**src/rtl/encoder_8to3_rr_arbiter.sv**
```systemverilog
// Round-robin arbiter for 8 requesters sharing one downstream resource.
// Registers a one-hot grant; the binary index and valid flag are an
// 8-to-3 encode of that register, so they can never disagree with it.
// Grants are separated by one idle cycle. A hold limit stops one requester
// from monopolising the resource while others are waiting.
//
// Handshake: req[i] is a level held until served; a grant to i is visible on
// gnt for at least one cycle and ends when req[i] drops, when done pulses
// while granted, or when the hold limit expires with another req pending.
// gnt returns to zero for exactly one cycle before the next grant.
module encoder_8to3_rr_arbiter #(
  parameter int MAX_HOLD = 4
) (
  input  logic       clk,
  input  logic       rst_n,
  input  logic [7:0] req,
  input  logic       done,
  output logic [7:0] gnt,
  output logic [2:0] gnt_idx,
  output logic       gnt_vld,
  output logic       state_dbg
);

  typedef enum logic [0:0] {
    IDLE  = 1'b0,
    GRANT = 1'b1
  } state_t;

  // Last hold count value at which the hold limit may release the grant.
  localparam logic [7:0] HOLD_LAST = (MAX_HOLD == 0) ? 8'd0 : 8'(MAX_HOLD - 1);

  state_t     state;
  logic [2:0] ptr;
  logic [7:0] hold_cnt;

  logic [2:0] win_idx;
  logic       win_found;
  logic       rel_req;
  logic       rel_done;
  logic       rel_hold;
  logic       rel;

  // Round-robin scan starting at ptr: first requester found wins.
  always_comb begin
    logic [2:0] cand;
    cand      = '0;
    win_idx   = '0;
    win_found = 1'b0;
    for (int k = 0; k < 8; k++) begin
      cand = ptr + 3'(k);
      if (!win_found && req[cand]) begin
        win_idx   = cand;
        win_found = 1'b1;
      end
    end
  end

  // 8-to-3 encoder of the registered one-hot grant.
  always_comb begin
    gnt_idx[0] = gnt[1] | gnt[3] | gnt[5] | gnt[7];
    gnt_idx[1] = gnt[2] | gnt[3] | gnt[6] | gnt[7];
    gnt_idx[2] = gnt[4] | gnt[5] | gnt[6] | gnt[7];
    gnt_vld    = |gnt;
  end

  // Release conditions while granted; any combination is a single release.
  always_comb begin
    rel_req  = !req[gnt_idx];
    rel_done = done;
    rel_hold = (MAX_HOLD != 0) && (hold_cnt == HOLD_LAST) &&
               ((req & ~gnt) != 8'd0);
    rel      = rel_req || rel_done || rel_hold;
  end

  assign state_dbg = (state == GRANT);

  // FSM: arbitrate in IDLE, hold or release in GRANT; grant register is the output.
  always_ff @(posedge clk or negedge rst_n) begin
    if (!rst_n) begin
      state    <= IDLE;
      gnt      <= 8'd0;
      ptr      <= 3'd0;
      hold_cnt <= 8'd0;
    end else begin
      case (state)
        IDLE: begin
          if (win_found) begin
            state    <= GRANT;
            gnt      <= 8'd1 << win_idx;
            hold_cnt <= 8'd0;
          end
        end
        GRANT: begin
          if (rel) begin
            state    <= IDLE;
            gnt      <= 8'd0;
            ptr      <= gnt_idx + 3'd1;
            hold_cnt <= 8'd0;
          end else if (hold_cnt != 8'hFF) begin
            hold_cnt <= hold_cnt + 8'd1;
          end
        end
        default: begin
          state    <= IDLE;
          gnt      <= 8'd0;
          hold_cnt <= 8'd0;
        end
      endcase
    end
  end

endmodule

```
**config.mk**
```make
export PLATFORM = sky130hd
export DESIGN_NAME = encoder_8to3_rr_arbiter
export DESIGN_NICKNAME = d
export VERILOG_FILES = /design/src/rtl/encoder_8to3_rr_arbiter.sv
export SDC_FILE = /design/constraint.sdc
export NUM_CORES = 1
export LEC_CHECK = 0
export CAP_MARGIN = 20
export CORE_MARGIN = 1
export CORE_UTILIZATION = 40
export CTS_CLUSTER_SIZE = 28
export DETAILED_ROUTE_END_ITERATION = 12
export PLACE_DENSITY = 0.71
export SLEW_MARGIN = 30
export SYNTH_ARGS = -nofsm -noshare
export SYNTH_HDL_FRONTEND = slang
export SYNTH_SLANG_ARGS = --single-unit
```
**constraint.sdc**
```tcl
create_clock -name clk -period 8.8 [get_ports clk]
set_input_delay 0.88 -clock clk [delete_from_list [all_inputs] [get_ports clk]]
set_output_delay 0.88 -clock clk [all_outputs]
set_load 0.1 [all_outputs]
```
Word-level counts from Yosys, hierarchy flattened
Index checks and enable logic that the tools add are counted.
{"block": "totals", "regBits": 20, "in_bits": 11, "out_inout_bits": 13}
{"block": "op_classes", "add_sub_neg": 9, "n_lt_le_gt_ge": 9, "n_eq_ne": 5, "shifts": 1, "n_mux": 44, "bitwise_logic": 12, "n_reduce_logical": 23}
{"op": "2-to-1 mux 8 bit", "count": 5}
{"op": "< comparator 3 x 4 -> 1 bit (second input constant)", "count": 9}
{"op": "one-hot mux 8 bit (2 select lines)", "count": 2}
{"op": "binary-select mux 1 bit (select 3 bit)", "count": 9}
{"op": "2-to-1 mux 3 bit", "count": 8}
{"op": "2-to-1 mux 1 bit", "count": 19}
{"op": "adder 3 bit (second input constant)", "count": 4}
{"op": "OR 1 bit", "count": 9}
{"op": "adder 8 x 1 -> 8 bit (second input constant)", "count": 1}
{"op": "bitwise AND 8 bit", "count": 1}
{"op": "equality test 8 x 2 -> 1 bit (second input constant)", "count": 1}
{"op": "logical AND 1 bit", "count": 8}
{"op": "zero test 1 bit", "count": 8}
{"op": "!= test 8 bit (second input constant)", "count": 1}
{"op": "NOT 8 bit", "count": 1}
{"op": "nonzero test 8 bit", "count": 1}
{"op": "OR reduction 8 bit", "count": 1}
{"op": "left shift 1 x 3 -> 8 bit (first input constant)", "count": 1}
{"op": "adder 3 x 1 -> 3 bit (second input constant)", "count": 2}
{"op": "adder 3 x 2 -> 3 bit (second input constant)", "count": 2}
{"op": "AND reduction 2 bit", "count": 3}
{"op": "!= test 3 x 1 -> 1 bit (second input constant)", "count": 1}
{"op": "logical OR 1 bit", "count": 2}
{"op": "!= test 2 x 1 -> 1 bit (second input constant)", "count": 1}
{"op": "3 further kinds", "count": 3}

Depth between registers and ports, before layout
Gate-level depths: netlist of run 1.
{"block": "depth", "depth_word": 27, "ltp_mapped": 14, "mapped_depth_nobuf": 10}

Least setup slack after synthesis of run 1
No wires, ideal clock.
{"block": "synth_path", "path_kind": "reg-to-reg", "start": "register ptr[1]", "end": "register hold_cnt[0]", "setup_time_ns": 0.125, "arrival_time_ns": 4.124, "t_required_ns": 8.675, "path_slack_ns": 4.551, "stages_incl_launch_ff": 15, "synth_period_minus_slack_ns": 4.249, "cell_sequence": "dfrtp_1 -> clkbuf_1 -> clkbuf_1 -> inv_1 -> ha_1 -> buf_6 -> mux4_1 -> mux2_2 -> or3_1 -> a211o_2 -> o41ai_4 -> and2_1 -> buf_6 -> nand2_4 -> mux2_4"}
{"block": "synth_via", "elab_chain_len": 26, "word_cells_on_any_way": 47, "classes_between": "7 x add/sub; 1 x eq/ne; 24 x mux; 15 x reduce/logical"}
{"item": "start, declared", "line": "33", "rtl": "logic [2:0] ptr;"}
{"item": "start signal, assigned", "line": "97", "rtl": "ptr <= gnt_idx + 3'd1;"}
{"item": "parallel branches: the longest is 23 deep, another holds adder 3 x 1 -> 3 bit"}
{"item": "2-to-1 mux 1 bit (*)", "line": "51", "rtl": "if (!win_found && req[cand]) begin"}
{"item": "!= test 2 bit (no source line) (*)"}
{"item": "AND reduction 2 bit (no source line) (*)"}
{"item": "end signal, assigned", "line": "100", "rtl": "hold_cnt <= hold_cnt + 8'd1;"}
{"item": "end, declared", "line": "34", "rtl": "logic [7:0] hold_cnt;"}
Mark *: on every way between the ends. The select of a mux whose other input is x is not followed.
A chain may end at the register's enable or synchronous reset.

Final worst setup path of run 1
Same ends and word-level chain as after synthesis.

==> out/results.ini, run 1 <==
[run_status]
status = finished clean

[final_layout]
stdcell_count = 290
fin_nets = 239
areaGrowthSynthToFinish_pct = 15.5
multi_input_area_um2 = 1410
diodes = 0
fillers = 470
drive_gt1_share_pct = 13.9
regArea_um2 = 500

[critical_path]
critPathKind = flip-flop to flip-flop
critPathArrivalTime_ps = 4890
worstPathRequired_ps = 8960
critPathCaptureType = flip-flop
start_kind = flip-flop
cp_max_fo = 15

[sta]
totalNegativeSetupSlack_ps = 0
skew_ps = 4.61
finalSetupViolations = 0
fmax_mhz = 211
holdWs_ps = 552
max-slew-margin-rel_pct = 34.7
hold_violations = 0
min_period_ps = 4730
fin_crit_sh_pct = 53.7
worstMarginPinSlew_ps = 977
final-max-slew-violation-count = 0
grt_setup_unrepaired = false

[synthesis]
yosys-top-cells-area = dfrtp_1, mux4_1, mux2i_1
ys_ff_latch = 20
yosysTopAreaCellShare_pct = 24.6
synth_top_family_by_area = multiplexers
synth_edf_count = 0
yosys_most_used_dff = dfrtp_1
yosys.area_share.simple_pct = 15.2
synth_cell_types = 53
post-synth-top-area-cell = dfrtp_1
synth_mux_area_share_pct = 25.6
syn_area_um2 = 2040
ys_warn_count = 0
synth_compound_area_share_pct = 22.4
avgSynthCellArea_um2 = 9.75
seq_area_frac_synth_pct = 24.6
synthAdderAreaFrac_pct = 2.46
syn-instance-count = 209
async_flop_share_pct = 100
syn_nets = 224
synthXorXnorAreaFrac_pct = 3.44

[detailed_routing]
routed_wl_mm = 5.18
post_drt_wl_per_cell_um = 17.9
drt-vias-per-instance = 6.25
num_vias = 1812
drt_first_iter_violations = 122
ant_nets = 0
firstDrtPassIters = 4
drcViolationCount = 0

[grt]
grt.busiest_layer = met2
grt.met2_usage_pct = 36.7
globalRouteMet1Util_pct = 27.7
grt_use_met3_pct = 1.92
grt_pass1_wl_mm = 8.97
antenna_found_initial = 0
grt_usage_pct = 21.4
grt_pass1_vias = 1827
globalRoute.totalOverflow = 0
grt_max_degree = 21

[clocking]
cts_resized = 0
cts_buffers = 3
cts-hold-fix-buffers = 0
clockRootBuffer = clkbuf_8
clockBufferDepth = 2
cts_tree = done
post-cts-setup-buffers = 0
ctsHtreeMaxLevel = 1
cts.clk_slew.worst_paths_ps = 80
numClockSinks = 20
insertion_delay_ps = 270

[floorplan]
core_area_um2 = 4820
die_area_um2 = 5380
ioPinCount = 24
die_width_um = 73.4
rows = 25
die_h_um = 73.4
initial_utilization_pct = 42.3

[placed_design]
dp_hpwl_mm = 3.92
place_congestion = 0.830
dp.cells = 286
port_buffers = 23

[hold_path]
hold_class = input pin to async pin

[job]
max-cap-violations = 0

[layout by cell type (no fill, tap or decap), types with 5 or more instances in the layout]
| master | synthesis | routed |
|---|---|---|
| a32o_1 | 8 | 8 |
| clkdlybuf4s50_1 | 0 | 22 |
| dfrtp_1 | 20 | 20 |
| inv_1 | 16 | 16 |
| mux2_2 | 8 | 8 |
| mux2i_1 | 13 | 13 |
| mux4_1 | 6 | 6 |
| mux4_2 | 5 | 5 |
| nand2_1 | 12 | 12 |
| nand3_1 | 9 | 9 |
| nor2_1 | 8 | 8 |
| o21ai_0 | 10 | 10 |
| xor2_1 | 5 | 5 |
[cells by family (layout without fill, tap and decap cells)]
family,after synthesis,count (layout)
and+or+nand+nor,57,57
AOI/OAI and AO/OA,56,56
muxes,34,34
buffers and inverters,30,44
DFF,20,20
xor gates and xnor gates,8,8
adders and majority gates,4,4
[worst paths after layout]
kind                       cells past startpoint  slack, ps        start          end
setup / recovery                              10       4070       ptr[1]  hold_cnt[0]
hold / removal                                 1        550        rst_n  hold_cnt[1]
setup reg to reg                              10       4070       ptr[1]  hold_cnt[0]
hold reg to reg                                1        550  hold_cnt[3]  hold_cnt[3]
max in group asynchronous                      1       7930        rst_n       ptr[1]
min in group clk                               1        550  hold_cnt[3]  hold_cnt[3]
[state kept, by name, indices dropped and copies added, names as in the netlist]
signal and cells:
state_dbg 1, ptr 3, gnt 8, hold_cnt 8
[cell type report]
cell class	count	share of cell area [%]
repair buffers	23	9.57
inverters	17	2.71
flip-flops and latches	20	21.3
multi-input cells	159	59.8
clock inverters	1	1.28
clock buffers	3	1.76
well taps	67	3.56
[synth_stat cells (3+ instances only)]
cell type  number
dfrtp_1        20
and3_2          4
o22ai_1         4
inv_1          16
xnor2_1         3
mux4_1          6
o41a_1          3
clkbuf_1        9
nor2_1          8
o21ai_0        10
o21a_1          3
mux4_2          5
a21oi_1         3
and3_1          3
nand2_1        12
nand2b_1        3
nor4_1          4
mux2i_1        13
nand3_1         9
a32o_1          8
a211oi_1        3
xor2_1          5
ha_1            4
or4_1           3
mux2_2          8
[metrics by stage]
step           worst slack [ps]  area (µm²)  utilization, %
6_report                   4070        2350            48.8
5_1_grt                    3820        2350            48.8
2_1_floorplan              4550        2040               -
3_3_place_gp               4280        2290            47.5
4_1_cts                    4110        2360            48.9
3_5_place_dp               4130        2290            47.5
[routing by layer]
layer / vias up / wire length (µm)
met4: 0 / 120
li1: 849 / -
met5: - / 0
met1: 892 / 2200
met2: 60 / 2630
met3: 11 / 237
[worst max-delay path: stages, from the launching register on]
cell	delay, ps
dfrtp_1	710
inv_1	230
ha_1	650
mux4_1	600
mux2_2	260
or3_1	360
a211o_2	370
o41ai_4	530
and2_1	460
nand2_4	110
mux2_4	320
Power of run 1 is left out: the tool's default activity adds up to more than one toggle a clock period on the data nets, which glitch-free logic cannot reach.
==> inputs of run 2 (changes only) <==
- clock period: 8.8 -> 4.95 ns (I/O delays scaled with it)
==> out/results.ini, run 2 (synthesized netlist as in run 1, its figures left out) <==
[critical_path]
crit_family = multiplexers
critPathCaptureType = flip-flop
path_buf_inv = 1
start_kind = flip-flop
critPathKind = flip-flop to flip-flop
cp_max_fo = 11
max_stage_delay_ps = 610
worstPathRequired_ps = 5100
path_cells = inv_2 -> ha_1 -> mux4_1 -> mux2_2 -> or3_1 -> a211o_2 -> o41ai_4 -> and2_1 -> nand2_4 -> mux2_4
critPathArrivalTime_ps = 4350
cp_slowest_cell = ha_1

[detailed_routing]
ant_nets = 0
num_vias = 1809
firstDrtPassIters = 4
routed_wl_mm = 5.28
drt_first_iter_violations = 125
drt-vias-per-instance = 6.20
drcViolationCount = 0
post_drt_wl_per_cell_um = 18.1

[final_layout]
diodes = 0
mostFrequentLayoutCells = clkdlybuf4s50_1, dfrtp_1, inv_1
fillers = 445
drive_gt1_share_pct = 14.7
areaGrowthSynthToFinish_pct = 16.2
regArea_um2 = 500
final_common_cell = clkdlybuf4s50_1
reg_top3 = gnt: 8 flops, hold_cnt: 8 flops, ptr: 3 flops
fin_nets = 241
multi_input_area_um2 = 1410

[clocking]
insertion_delay_ps = 260
ctsHtreeMaxLevel = 1
cts_buffers = 3
cts_resized = 0
cts-hold-fix-buffers = 0
numClockSinks = 20
cts.clk_slew.worst_paths_ps = 80
clockBufferDepth = 2
post-cts-setup-buffers = 0
cts_tree = done
clockRootBuffer = clkbuf_8

[sta]
worstMarginPinSlew_ps = 983
max-slew-margin-rel_pct = 34.3
skew_ps = 4.09
fmax_mhz = 238
final-max-slew-violation-count = 0
min_period_ps = 4200
hold_violations = 0
fin_crit_sh_pct = 84.7
finalSetupViolations = 0
grt_setup_unrepaired = false
holdWs_ps = 166
totalNegativeSetupSlack_ps = 0

[floorplan]
initial_utilization_pct = 42.3
die_h_um = 73.4
rows = 25
ioPinCount = 24
die_width_um = 73.4
die_area_um2 = 5380
core_area_um2 = 4820

[placed_design]
port_buffers = 23
dp_hpwl_mm = 3.89
place_congestion = 0.856

[grt]
grt_pass1_vias = 1779
grt_max_degree = 21
globalRoute.totalOverflow = 0
grt_usage_pct = 21.7
antenna_found_initial = 0
grt_pass1_wl_mm = 8.87

[job]
max-cap-violations = 0

[hold_path]
hold_class = input pin to async pin

[run_status]
status = finished clean

-- run 2: final timing paths --
check	from	slack [ps]	end	cells after the start
worst max-delay path	ptr[0]	750	hold_cnt[1]	10
worst min-delay path	rst_n	170	hold_cnt[3]	1
worst max register to register	ptr[0]	750	hold_cnt[1]	10
worst min register to register	hold_cnt[3]	560	hold_cnt[3]	1
max in group asynchronous	rst_n	4470	hold_cnt[2]	1
min in group clk	hold_cnt[3]	560	hold_cnt[3]	1
-- run 2: area by class of cell --
| cell class | instances | area share [%] |
|---|---|---|
| clock buffer | 3 | 1.74 |
| clock inverter | 1 | 1.27 |
| inverter | 17 | 2.70 |
| multi-input combinational | 159 | 59.5 |
| sequential | 20 | 21.1 |
| tap | 67 | 3.54 |
| timing repair buffer | 25 | 10.1 |
-- run 2: worst register-to-register path, stage by stage (launching register included) --
cell,delay [ps]
dfrtp_1,360
inv_2,100
ha_1,610
mux4_1,610
mux2_2,260
or3_1,370
a211o_2,370
o41ai_4,530
and2_1,450
nand2_4,110
mux2_4,330
-- run 2: stage by stage --
stage                     util (%)  instance area, µm²  setup slack (ps)  cells
after floorplan                  -                2040               701    209
after global placement        47.8                2300               850    288
after detailed placement      47.8                2300               787    288
after CTS                     49.2                2370               763    292
after global routing          49.1                2370               516    292
final                         49.1                2370               755    292
-- run 2: routing by layer --
metal  track usage (%)  share of wire (%)
met4              7.91                1.3
met3              2.33                4.5
met2              37.6                 51
met1              28.1                 44
met5                 0                  0
Power of run 2 is left out for the same reason.
==> inputs of run 3 (changes only) <==
- PLACE_DENSITY: 0.71 -> 0.74
- clock period: 4.95 -> 3.8 ns (I/O delays scaled with it)
==> out/results.ini, run 3 (synthesized netlist as in run 1, its figures left out) <==
[detailed_routing]
drt-vias-per-instance = 6.08
num_vias = 1853
routed_wl_mm = 5.47
ant_nets = 0
drcViolationCount = 0
drt_first_iter_violations = 142
firstDrtPassIters = 4
post_drt_wl_per_cell_um = 17.9

[critical_path]
ff2ff_setup_slack_ps = 220
rr_endpoint = gnt[3]
start_kind = flip-flop
reg2regPathDepth = 8
worstPathRequired_ps = 4000
timing.rr.start = ptr[1]
crit_end = gnt[3]
critPathArrivalTime_ps = 3790
critPathCaptureType = flip-flop
startpoint = ptr[1]
critPathKind = flip-flop to flip-flop
cp_max_fo = 7

[clocking]
numClockSinks = 20
cts-hold-fix-buffers = 0
cts_resized = 0
cts_buffers = 3
insertion_delay_ps = 270
clockBufferDepth = 2
cts.clk_slew.worst_paths_ps = 80
clockRootBuffer = clkbuf_8
post-cts-setup-buffers = 0
ctsHtreeMaxLevel = 1
cts_tree = done

[placed_design]
dp_hpwl_mm = 4.01
port_buffers = 23
place_congestion = 0.874

[job]
max-cap-violations = 0

[floorplan]
die_area_um2 = 5380
die_h_um = 73.4
rows = 25
initial_utilization_pct = 42.3
ioPinCount = 24
core_area_um2 = 4820
die_width_um = 73.4

[final_layout]
multi_input_area_um2 = 1410
mostFrequentLayoutCells = clkdlybuf4s50_1, dfrtp_1, inv_1
diodes = 0
reg_top3 = gnt: 8 flops, hold_cnt: 8 flops, ptr: 3 flops
areaGrowthSynthToFinish_pct = 21.0
drive_gt1_share_pct = 19.3
regArea_um2 = 500
fin_nets = 254
final_common_cell = clkdlybuf4s50_1
fillers = 484

[sta]
finalSetupViolations = 0
max-slew-margin-rel_pct = 34.5
totalNegativeSetupSlack_ps = 0
final-max-slew-violation-count = 0
worstMarginPinSlew_ps = 979
fmax_mhz = 279
hold_violations = 0
fin_crit_sh_pct = 94.3
skew_ps = 6.22
min_period_ps = 3580
grt_setup_unrepaired = false

[grt]
globalRoute.totalOverflow = 0
grt_pass1_vias = 1858
grt_pass1_wl_mm = 9.26
grt_usage_pct = 22.2
antenna_found_initial = 0
grt_max_degree = 21

[hold_path]
hold_class = input pin to async pin

[run_status]
status = finished clean

==> run 3: how the worst min path moves through the flow <==
stage / from / to / cells after the start / slack (ps)
global route: rst_n / state_dbg / 1 / 100
detailed placement: hold_cnt[3] / hold_cnt[3] / 1 / 540
CTS: hold_cnt[3] / hold_cnt[3] / 1 / 550
finish: rst_n / state_dbg / 1 / 50
global placement: hold_cnt[3] / hold_cnt[3] / 1 / 530
floorplan: rst_n / gnt[0] / 0 / 80
==> run 3: worst max-delay path, stage by stage (launching register included) <==
cell and delay [ps]:
dfrtp_1 350, inv_1 90, ha_1 490, mux4_1 590, mux2_2 280, or3_1 370, a211o_2 380, o41ai_1 700
a32o_1 260
==> run 3: routing by layer <==
metal  track usage, %  part of all wire, %  up-vias
met5                0                    0        -
met1             30.7                   45      912
met3             2.19                  4.9        4
met4             6.62                 0.77        0
met2             36.7                   49       65
li1                 -                    -      872
==> run 3: area by class of cell <==
type / instances / share of cell area [%]
multi-input combinational: 159 / 57.1
timing repair buffer: 38 / 13.7
inverter: 17 / 2.59
tap: 67 / 3.40
sequential: 20 / 20.3
clock inverter: 1 / 1.22
clock buffer: 3 / 1.68
==> run 3: through the flow <==
step | cells | hold slack [ps] | area (µm²) | util, % | setup slack [ps]
2_1_floorplan | 209 | 84.4 | 2050 | - | 4.89
3_3_place_gp | 301 | 531 | 2400 | 49.8 | 315
3_5_place_dp | 301 | 538 | 2400 | 49.8 | 254
4_1_cts | 305 | 554 | 2470 | 51.3 | 214
5_1_grt | 305 | 95.6 | 2460 | 51.2 | 17.3
6_report | 305 | 54.4 | 2460 | 51.2 | 217
Power of run 3 is left out for the same reason.
